<file path="src/rtl/dp_pkg.sv">
// dp_pkg: shared state encoding, instruction field positions and shifter op codes for dp_ctrl
package dp_pkg;
    typedef enum logic [2:0] {S_IDLE, S_LOAD_A, S_EXEC, S_WB, S_FIN} state_t;
    typedef enum logic [1:0] {ST_HOLD = 2'b00, ST_LOAD = 2'b01, ST_SHL = 2'b10, ST_SHR = 2'b11} st_op_t;
    localparam int ALU_HI = 11;
    localparam int ALU_LO = 8;
    localparam int ST_HI = 7;
    localparam int ST_LO = 6;
    localparam int RD_HI = 5;
    localparam int RD_LO = 4;
    localparam int RS_HI = 3;
    localparam int RS_LO = 2;
    localparam int IMM_SEL_BIT = 1;
    localparam int WB_BIT = 0;
endpackage

</file>
<file path="src/rtl/dp_ctrl.sv">
// dp_ctrl: datapath sequencer that runs one instruction through LOAD_A, EXEC, optional WB and FIN
//   CLK/RESET     : clock, asynchronous active-low reset
//   START/INSTR/IMM : request, instruction word and immediate (latched in IDLE)
//   Ace/GRSce/PSWce : write enables for A, register file, PSW
//   ALU_OP/ST_OP  : ALU and shifter op codes (valid in EXEC)
//   DATAoe/GRSoe/Soe: bus-driver enables; INDEX/DATA: register index and immediate bus
//   BUSY/DONE     : not-idle flag and one-cycle completion pulse
module dp_ctrl
    import dp_pkg::*;
#(
    parameter int DATAWIDTH  = 4,
    parameter int INDEXWIDTH = 2
) (
    input  logic                  CLK,
    input  logic                  RESET,
    input  logic                  START,
    input  logic [11:0]           INSTR,
    input  logic [DATAWIDTH-1:0]  IMM,
    output logic                  Ace,
    output logic                  GRSce,
    output logic                  PSWce,
    output logic [3:0]            ALU_OP,
    output logic [1:0]            ST_OP,
    output logic                  DATAoe,
    output logic                  GRSoe,
    output logic                  Soe,
    output logic [INDEXWIDTH-1:0] INDEX,
    output logic [DATAWIDTH-1:0]  DATA,
    output logic                  BUSY,
    output logic                  DONE
);
    state_t               state;
    logic [11:0]          ir;
    logic [DATAWIDTH-1:0] imm_q;

    // Outputs are computed for the state being entered, so they are valid
    // for the whole cycle that state occupies.
    always_ff @(posedge CLK or negedge RESET) begin
        if (!RESET) begin
            state  <= S_IDLE;
            ir     <= '0;
            imm_q  <= '0;
            Ace    <= 1'b0;
            GRSce  <= 1'b0;
            PSWce  <= 1'b0;
            ALU_OP <= '0;
            ST_OP  <= ST_HOLD;
            DATAoe <= 1'b0;
            GRSoe  <= 1'b0;
            Soe    <= 1'b0;
            INDEX  <= '0;
            DATA   <= '0;
            BUSY   <= 1'b0;
            DONE   <= 1'b0;
        end else begin
            Ace    <= 1'b0;
            GRSce  <= 1'b0;
            PSWce  <= 1'b0;
            ALU_OP <= '0;
            ST_OP  <= ST_HOLD;
            DATAoe <= 1'b0;
            GRSoe  <= 1'b0;
            Soe    <= 1'b0;
            INDEX  <= '0;
            DATA   <= '0;
            BUSY   <= 1'b0;
            DONE   <= 1'b0;
            case (state)
                S_IDLE: if (START) begin
                    ir    <= INSTR;
                    imm_q <= IMM;
                    state <= S_LOAD_A;
                    BUSY  <= 1'b1;
                    GRSoe <= 1'b1;
                    Ace   <= 1'b1;
                    // ir is not yet loaded on this edge, so RD comes straight from INSTR
                    INDEX <= INDEXWIDTH'(INSTR[RD_HI:RD_LO]);
                end
                S_LOAD_A: begin
                    state  <= S_EXEC;
                    BUSY   <= 1'b1;
                    ALU_OP <= ir[ALU_HI:ALU_LO];
                    ST_OP  <= ir[ST_HI:ST_LO];
                    PSWce  <= 1'b1;
                    DATAoe <= ir[IMM_SEL_BIT];
                    GRSoe  <= !ir[IMM_SEL_BIT];
                    DATA   <= ir[IMM_SEL_BIT] ? imm_q : '0;
                    INDEX  <= ir[IMM_SEL_BIT] ? '0 : INDEXWIDTH'(ir[RS_HI:RS_LO]);
                end
                S_EXEC: begin
                    state <= ir[WB_BIT] ? S_WB : S_FIN;
                    BUSY  <= 1'b1;
                    Soe   <= ir[WB_BIT];
                    GRSce <= ir[WB_BIT];
                    INDEX <= ir[WB_BIT] ? INDEXWIDTH'(ir[RD_HI:RD_LO]) : '0;
                    DONE  <= !ir[WB_BIT];
                end
                S_WB: begin
                    state <= S_FIN;
                    BUSY  <= 1'b1;
                    DONE  <= 1'b1;
                end
                default: state <= S_IDLE;
            endcase
        end
    end
endmodule

</file>
<file path="config.mk">
export PLATFORM = sky130hd
export DESIGN_NAME = dp_ctrl
export DESIGN_NICKNAME = d
export VERILOG_FILES = /design/src/rtl/dp_pkg.sv /design/src/rtl/dp_ctrl.sv
export SDC_FILE = /design/constraint.sdc
export NUM_CORES = 1
export LEC_CHECK = 0
export CORE_MARGIN = 8
export CORE_UTILIZATION = 41
export DETAILED_ROUTE_END_ITERATION = 12
export GPL_TIMING_DRIVEN = 0
export PLACE_DENSITY = 0.82
export SLEW_MARGIN = 20
export SYNTH_ARGS = -nofsm -noshare
export SYNTH_HDL_FRONTEND = slang
export SYNTH_SLANG_ARGS = --single-unit
</file>
<file path="constraint.sdc">
create_clock -name CLK -period 1.35 [get_ports CLK]
set_input_delay 0.2025 -clock CLK [delete_from_list [all_inputs] [get_ports CLK]]
set_output_delay 0.2025 -clock CLK [all_outputs]
set_load 0.005 [all_outputs]
</file>
==> impl_metrics.csv <==
group,metric,value,unit
worst_setup_path,path_class,"register to register",
power_and_ir_drop,power_frac_seq,40.3,%
die,rows,21,
grt,grt_pass1_vias,952,
logic_synthesis,synth_compound_area_share,2.44,%
grt,overflow,0,
power_and_ir_drop,combPwrFrac,38.8,%
worst_setup_path,crit_chain,"nor4b_4, buf_4, buf_6, mux2_4",
die,num_io_pins,39,
die,start_util,42.2,%
power_and_ir_drop,max-vdd-ir-drop,0.951,mV
drt,first_pass_iters,4,
placement,io_buffers,38,
sta,finalHoldViolCount,0,
worst_setup_path,worst-r2r-setup-slack,-0.12,ns
logic_synthesis,synthesis.nets,109,
logic_synthesis,synth_seq_cells,38,
power_and_ir_drop,powerDensity,2200,mW/mm^2
outcome,outcome,"complete, but fails checks",
drt,via_count,903,
logic_synthesis,synth_top_area_share,68.7,%
drt,antenna_left,0,
clock_tree,cts.path.max_buffers,2,
power_and_ir_drop,p_int,3.42,mW
power_and_ir_drop,p_clk_share,20.9,%
logic_synthesis,yosys_warnings,0,
logic_synthesis,syn_inst,90,
clock_tree,clock_sinks,38,
drt,wirelength,3.02,mm
sta,finalClockSkew,0.00461,ns
clock_tree,h-tree-depth,2,
logic_synthesis,synthTopCellsByArea,"dfrtp_1 69%, mux2_2 11%, and2_1 4.1%",
worst_setup_path,path_delay_family,"flip-flops",
logic_synthesis,synth_top_family_by_area,"multiplexers",
logic_synthesis,synth.area.mux_share,12.9,%
clock_tree,numCtsBuffers,5,
placement,dp_slack,-0.325,ns
drt,wl_per_cell,15.6,um
power_and_ir_drop,total_power,4.68,mW
cells_and_area,area_growth,53.3,%
worst_setup_path,worstSetupStartpoint,"state[2]$_DFFE_PN0P_",
placement,detailed_place_hpwl,2.03,mm
worst_setup_path,cp_slowest_cell,"dfrtp_1",
drt,viasPerCell,4.68,
logic_synthesis,synthArstFlopShare,100,%
sta,worst_pin_slew,0.344,ns
sta,fin_crit,1.47,ns
worst_setup_path,cp_num_cells,4,
run,maxCapViolCount,0,
cells_and_area,stdcell_area,0.00212,mm^2
cells_and_area,nNetsFinal,165,
worst_setup_path,worstPathRequired,1.57,ns
logic_synthesis,synth.most_common_cell,"dfrtp_1",
sta,rsz0062_at_grt,"true",
cells_and_area,fill_cells,252,
worst_setup_path,reg2reg_to,"imm_q[2]$_DFFE_PN0P_",
logic_synthesis,yosysSeqAreaShare,68.7,%
logic_synthesis,avgSynthCellArea,15.4,um^2
worst_setup_path,crit_end,"imm_q[2]$_DFFE_PN0P_",
sta,final-setup-viol-count,15,
worst_setup_path,cp_data_arrival_time,1.70,ns
sta,fin_tns_setup,-1.34,ns
placement,routabilityCongestion,0.749,
clock_tree,cts_root_buf,"clkbuf_4",
outcome,violations,"setup timing",
cells_and_area,final_cells,193,
die,coreArea,0.00328,mm^2
cells_and_area,insertedDiodeCount,0,
sta,whs,0.313,ns
sta,fmax,0.678,GHz
clock_tree,tritoncts,"done",
drt,drc,0,
worst_setup_path,max_stage_delay,0.43,ns
worst_setup_path,end_kind,"register",
die,die_x,74.1,um
sta,max_slew_margin,76.5,%
hold_path,min_path_type,"input port to async pin",
cells_and_area,fin_util,64.6,%
logic_synthesis,synthesis.area,0.00139,mm^2
worst_setup_path,reg2regPathDepth,4,
grt,grt_pass1_wl,4.60,mm
sta,drv_slew,0,
die,die_height,74.1,um
logic_synthesis,synth_common_cells,"38 x dfrtp_1, 14 x mux2_2, 9 x and2_1",
worst_setup_path,r2r_start,"state[2]$_DFFE_PN0P_",
logic_synthesis,synthAdderAreaFrac,0,%
worst_setup_path,worst-path-buf-inv,2,
sta,fin_crit_sh,109,%
logic_synthesis,synthXorXnorAreaFrac,0,%
placement,dpl_cell_area,0.00186,mm^2
logic_synthesis,yosysTopAreaCell,"dfrtp_1",
clock_tree,clk_latency,0.33,ns
grt,track_usage,11.3,%
power_and_ir_drop,p_leak,1.08,nW
logic_synthesis,synth-simple-area-share,12.5,%
power_and_ir_drop,power_switching,1.25,mW
worst_setup_path,critPathLaunchType,"register",
logic_synthesis,synth_edf_count,0,
drt,drtIter0Drc,32,
placement,dp_cells,175,
logic_synthesis,ys_types,23,
cells_and_area,drive_above_1_share,34.0,%
logic_synthesis,synth-main-ff-cell,"dfrtp_1",
grt,grt_max_degree,26,
grt,antenna_found_initial,0,
worst_setup_path,crit_fanout,5,
power_and_ir_drop,p_sw_share,26.8,%
sta,setup_ws,-0.124,ns
die,die_area,0.00549,mm^2
clock_tree,clk_pin_slew,0.10,ns
worst min path at each step:
stage                            from                  end  cells after the start
finish                          RESET    ir[0]$_DFFE_PN0P_                      2
global route                    RESET       BUSY$_DFF_PN0_                      2
CTS                             RESET        Soe$_DFF_PN0_                      2
detailed placement              RESET       BUSY$_DFF_PN0_                      1
global placement    ir[6]$_DFFE_PN0P_   ST_OP[0]$_DFF_PN0_                      1
floorplan                       RESET  ALU_OP[0]$_DFF_PN0_                      0
registers in the layout, summed over array words and instances, names as in the netlist, 2 cells and up:
signal and count:
ir 12, INDEX 2, imm_q 4, ALU_OP 4, DATA 4, ST_OP 2
state 3
layer usage:
layer  global-route usage [%]  vias up  wire, um
met5                        0        -         0
met4                     6.87        0        67
met3                     3.23        7       139
met2                     19.6       26      1610
met1                     11.8      453      1200
li1                         -      417         -
layout by cell type, fill, tap and decap left out, drive strengths merged:
master	synthesis	routed
a2111oi	1	1
a221o	2	2
and2	9	9
and2b	1	1
and3	4	4
and3b	1	1
buf	5	17
bufinv	0	2
clkbuf	1	6
clkdlybuf4s50	0	17
dfrtp	38	38
dlygate4sd2	0	20
dlygate4sd3	0	1
inv	1	1
mux2	15	15
mux2i	1	1
nand2	1	1
nor2	2	2
nor2b	1	1
nor3	1	1
nor3b	3	3
nor4b	1	1
o21ai	1	1
or2	1	1
cell families (layout without fill, tap and decap cells):
logic type             Yosys count  after routing
multiplexers                    16             16
flip-flops                      38             38
AND/OR/NAND/NOR                 25             25
buffers and inverters            7             64
AO/OA/AOI/OAI                    4              4
timing repair:
action                                 CTS  global route
pin swaps                                3             2
endpoints found under the hold margin   13             0
gates cloned                             2             0
buffers inserted                         5             5
hold buffers                             1             0
setup endpoints to repair               45            25
gates resized for setup                 37            14
power groups by stage:
stage,clock network [mW],logic [mW],registers (mW)
finish,0.978,1.81,1.89
global route,1.04,1.96,1.94
CTS,0.995,1.63,1.86
detailed placement,0,1.50,1.88
global placement,0,1.43,1.84
floorplan,0,0.813,1.85
area by class of cell:
class                   count  area (um^2)  share of cell area, %
inverters                   1         3.75                  0.177
flip-flops and latches     38          953                   44.9
multi-input cells          45          468                   22.0
repair buffers             51          488                   23.0
plain buffers               4         41.3                   1.94
clock buffers               6         51.3                   2.42
clock inverters             2         60.1                   2.83
well taps                  46         57.6                   2.71
(Power assumes the default switching activity.)
